### config.mk
export PLATFORM = sky130hd
export DESIGN_NAME = logic_unit_pipe
export DESIGN_NICKNAME = d
export VERILOG_FILES = /design/src/rtl/logic_unit_pipe.sv
export SDC_FILE = /design/constraint.sdc
export NUM_CORES = 1
export LEC_CHECK = 0
export CELL_PAD_IN_SITES_DETAIL_PLACEMENT = 1
export CELL_PAD_IN_SITES_GLOBAL_PLACEMENT = 1
export CORE_MARGIN = 1
export CORE_UTILIZATION = 44
export DETAILED_ROUTE_END_ITERATION = 8
export PLACE_DENSITY = 0.85
export SKIP_CTS_REPAIR_TIMING = 1
export SYNTH_ARGS = -nofsm -noshare
export SYNTH_HDL_FRONTEND = slang
export SYNTH_SLANG_ARGS = --single-unit
### constraint.sdc
create_clock -name clk -period 5.9 [get_ports clk]
set_clock_uncertainty 0.15 [all_clocks]
set_input_delay 1.18 -clock clk [delete_from_list [all_inputs] [get_ports clk]]
set_output_delay 1.18 -clock clk [all_outputs]
set_load 0.01 [all_outputs]
### src/rtl/logic_unit_pipe.sv
// WIDTH-bit bitwise logic unit with STAGES-deep valid/ready pipeline and an
// optional accumulator that can replace operand B.
module logic_unit_pipe #(
    parameter int unsigned WIDTH  = 8,
    parameter int unsigned STAGES = 2
) (
    input  logic             clk,
    input  logic             rst,
    input  logic             in_valid,
    output logic             in_ready,
    input  logic [WIDTH-1:0] a,
    input  logic [WIDTH-1:0] b,
    input  logic [2:0]       op,
    input  logic             acc_mode,
    input  logic             acc_clear,
    output logic             out_valid,
    input  logic             out_ready,
    output logic [WIDTH-1:0] y,
    output logic             zero,
    output logic             ones
);

    localparam logic [2:0] OpAnd  = 3'b000;
    localparam logic [2:0] OpOr   = 3'b001;
    localparam logic [2:0] OpXor  = 3'b010;
    localparam logic [2:0] OpNand = 3'b011;
    localparam logic [2:0] OpNor  = 3'b100;
    localparam logic [2:0] OpXnor = 3'b101;
    localparam logic [2:0] OpPass = 3'b110;
    localparam logic [2:0] OpNot  = 3'b111;

    logic [WIDTH-1:0]  acc_q, acc_d;
    logic [WIDTH-1:0]  bsel;
    logic [WIDTH-1:0]  r;
    logic              accept;

    logic [STAGES-1:0] valid_q, valid_d;
    logic [STAGES-1:0] zero_q, zero_d;
    logic [STAGES-1:0] ones_q, ones_d;
    logic [STAGES-1:0] stage_ready;
    logic [WIDTH-1:0]  y_q [STAGES];
    logic [WIDTH-1:0]  y_d [STAGES];

    // A stage can take new data if it is empty or its contents move on this
    // cycle; evaluated from the output end back toward the input.
    always_comb begin : ready_chain
        logic rdy;
        rdy         = out_ready;
        stage_ready = '0;
        for (int i = int'(STAGES) - 1; i >= 0; i--) begin
            rdy            = !valid_q[i] || rdy;
            stage_ready[i] = rdy;
        end
    end

    assign in_ready = stage_ready[0];
    assign accept   = in_valid && in_ready;

    always_comb begin
        bsel = acc_mode ? acc_q : b;
        r    = '0;
        unique case (op)
            OpAnd:   r = a & bsel;
            OpOr:    r = a | bsel;
            OpXor:   r = a ^ bsel;
            OpNand:  r = ~(a & bsel);
            OpNor:   r = ~(a | bsel);
            OpXnor:  r = ~(a ^ bsel);
            OpPass:  r = a;
            OpNot:   r = ~a;
            default: r = '0;
        endcase
        if (acc_clear) begin
            r = a;
        end
    end

    always_comb begin
        acc_d = acc_q;
        if (accept && (acc_mode || acc_clear)) begin
            acc_d = r;
        end
    end

    // Payload only moves with a valid beat so idle stages keep their last value.
    always_comb begin
        valid_d = valid_q;
        zero_d  = zero_q;
        ones_d  = ones_q;
        for (int i = 0; i < int'(STAGES); i++) begin
            y_d[i] = y_q[i];
        end

        if (stage_ready[0]) begin
            valid_d[0] = accept;
            if (accept) begin
                y_d[0]    = r;
                zero_d[0] = (r == '0);
                ones_d[0] = (r == '1);
            end
        end

        for (int i = 1; i < int'(STAGES); i++) begin
            if (stage_ready[i]) begin
                valid_d[i] = valid_q[i-1];
                if (valid_q[i-1]) begin
                    y_d[i]    = y_q[i-1];
                    zero_d[i] = zero_q[i-1];
                    ones_d[i] = ones_q[i-1];
                end
            end
        end
    end

    always_ff @(posedge clk or posedge rst) begin
        if (rst) begin
            acc_q   <= '1;
            valid_q <= '0;
            zero_q  <= '0;
            ones_q  <= '0;
            for (int i = 0; i < int'(STAGES); i++) begin
                y_q[i] <= '0;
            end
        end else begin
            acc_q   <= acc_d;
            valid_q <= valid_d;
            zero_q  <= zero_d;
            ones_q  <= ones_d;
            for (int i = 0; i < int'(STAGES); i++) begin
                y_q[i] <= y_d[i];
            end
        end
    end

    assign out_valid = valid_q[STAGES-1];
    assign y         = y_q[STAGES-1];
    assign zero      = zero_q[STAGES-1];
    assign ones      = ones_q[STAGES-1];

endmodule

==> impl_results.md <==
* Dominant cell type by area after synthesis: dfrtp_1
* Unrepaired setup endpoints after global routing: false
* Area delta synth->final at 22.4%
* Most common cell in the synthesized netlist: nand2_1
* CTS Buffer Depth at 2
* CP Class: in2reg
* Synth top area cells: dfrtp_1 (25%), dfstp_2 (9.6%), ha_1 (9.1%)
* CTS root buf: clkbuf_8
* Total gr overflow at 0
* Worst Hold Launch: acc_q[2]$_DFFE_PP1P_
* Max Freq at 0.238 GHz
* Flop-to-flop setup slack at 3320 ps
* Final setup fails at 0
* Starting Density at 46.3%
* CTS tree: built
* Antenna violations before repair at 0
* Multi-input logic area at 1240 µm²
* Worst hold slack at 318 ps
* Pre-CTS WS at 1440 ps
* Mapped cell area at 2200 µm²
* Largest net degree at the start of global routing at 32
* Slew Viols, Final at 0
* Core area at 4750 µm²
* Reg-to-Reg Start: acc_q[6]$_DFFE_PP1P_
* Antenna diodes at 0
* Cells after DPL at 321
* WL final at 5.39 mm
* FP Rows at 25
* Worst R2R Path Depth at 8
* Clock transition at the registers of the reported paths at 70 ps
* # port buffers at 36
* Mapped Avg Cell Area at 9.32 µm²
* Hold EP: acc_q[2]$_DFFE_PP1P_
* Die Area at 5290 µm²
* Die Height at 72.7 µm
* Worst Max-Slew Pin Slew at 1180 ps
* Vias per std cell at 5.44
* Top cells by count, synth: nand2_1 (29), inv_1 (23), dfrtp_1 (22)
* DRT Pass-1 Iters at 4
* Static Leakage at 1.22 nW
* Num CTS Buffers at 5
* Status: complete, no violations
* Gpl congestion at 0.845
* Worst Hold Class: reg2reg
* Clk_lat worst skew at 280 ps
* CP Launch Type: input port
* Fin crit share at 71.1%
* DRC viols at 0
* Sequential fraction of the synthesis area at 34.6%
* Vias in the first global route at 1834
* HPWL Detailed at 4.04 mm
* Asr flop ratio synth at 100%
* First-pass GRT wire length at 8.76 mm
* Synthesis Warnings at 0
* Yosys top cell area share at 25.0%
* Number of fill cells at 553
* Drt initial violations at 104
* CTS Sinks at 30
* Seq. cell area at 761 µm²
* Fin. Hold Viols at 0
* Synth Instances at 236
* Nets at 302
* Max Cap Violations at 0
* Post-layout worst setup margin at 1700 ps
* H-tree Lvls at 2
* Syn Nets at 277
* I/O Pins at 37
* Slew HR at 20.8%
* Post-synth EDFFs at 0
* Critical Path RT at 5980 ps
* RR Endpoint: zero_q[0]$_DFFE_PP0P_
* Synth unique cells at 46
* Hold Path Depth at 2
* Routed len/inst at 16.4 µm
* Final core occ at 56.6%
* Fin crit period at 4200 ps
* Arrival @ worst endpoint at 4270 ps
* Non-filler instance count after layout at 329
* Total Neg Setup Slack at 0 ps
* PD cells at 281 nW/µm²
* Share of layout cells above drive strength 1 at 14.1%
* CP endpoint kind: register
* GRT Util Overall at 22.0%
* Peak supply drop at 0.242 mV
* Largest fanout on the critical path at 31
* Post-DRT Antenna Nets at 0
* Post-synth top flop: dfrtp_1
* Vias at 1791
* Post-synthesis register bit count at 30
* Die X at 72.7 µm
-- placed cells by master (no fill, tap or decap), drive strengths merged, types with 4 or more instances in the layout --
cell           instances
clkdlybuf4s50         36
nand2                 29
inv                   24
dfrtp                 22
mux2                  21
ha                    16
nor2                  12
mux2i                 10
o21ai                  9
a21oi                  8
dfstp                  8
nand2b                 7
clkbuf                 6
xnor2                  4
-- final cells by class --
| type | count | area share [%] |
|---|---|---|
| inverters | 24 | 3.35 |
| well taps | 67 | 3.11 |
| clock buffers | 6 | 3.07 |
| multi-input cells | 162 | 46.0 |
| repair buffers | 38 | 13.9 |
| clock inverters | 2 | 2.23 |
| flip-flops and latches | 30 | 28.3 |
-- metal layers --
layer | track usage, % | part of all wire, %
met5 | 0 | 0
met4 | 4.58 | 0.70
met3 | 4.28 | 3.6
met2 | 36.4 | 49
met1 | 29.8 | 47
-- state kept, by name (all words and copies together) (netlist names) --
signal and flops:
y_q 8, ones_q 2, acc_q 8, valid_q 2, zero_q 2, y 8
-- metrics by stage --
stage,area (µm²),total power [mW]
floorplan,2200,0.433
global placement,2550,0.492
detailed placement,2550,0.503
CTS,2690,0.765
global route,2690,0.800
finish,2690,0.756
-- how the worst max path moves through the flow --
stage	start	to	slack, ps
6_report	op[0]	zero_q[0]$_DFFE_PP0P_	1700
3_5_place_dp	op[0]	zero_q[0]$_DFFE_PP0P_	1440
4_1_cts	op[0]	zero_q[0]$_DFFE_PP0P_	1750
5_1_grt	op[0]	zero_q[0]$_DFFE_PP0P_	1540
3_3_place_gp	op[0]	zero_q[0]$_DFFE_PP0P_	1570
2_1_floorplan	acc_mode	zero_q[0]$_DFFE_PP0P_	2240
-- critical path, cell delays in order --
cell	delay [ps]
clkdlybuf4s50_1	1260
inv_2	250
mux2_1	380
mux4_2	440
mux2_2	310
nor4_2	280
a22o_1	160
-- cells by family (layout without fill, tap and decap cells) --
group	after synthesis	after routing	share of synthesized area [%]
AO/OA/AOI/OAI	43	43	13.5
XOR/XNOR	7	7	2.79
adder cells (fa/ha/maj)	16	16	9.10
buffers and inverters	44	70	9.10
flip-flops	30	30	34.6
multiplexers	33	33	17.3
AND/OR/NAND/NOR	63	63	13.5
-- where the power goes --
group	internal, mW	switching (mW)	total [mW]
clock network	0.180	0.0778	0.258
logic	0.115	0.109	0.225
registers	0.254	0.0194	0.273
Power figures use the tool's default switching activity.
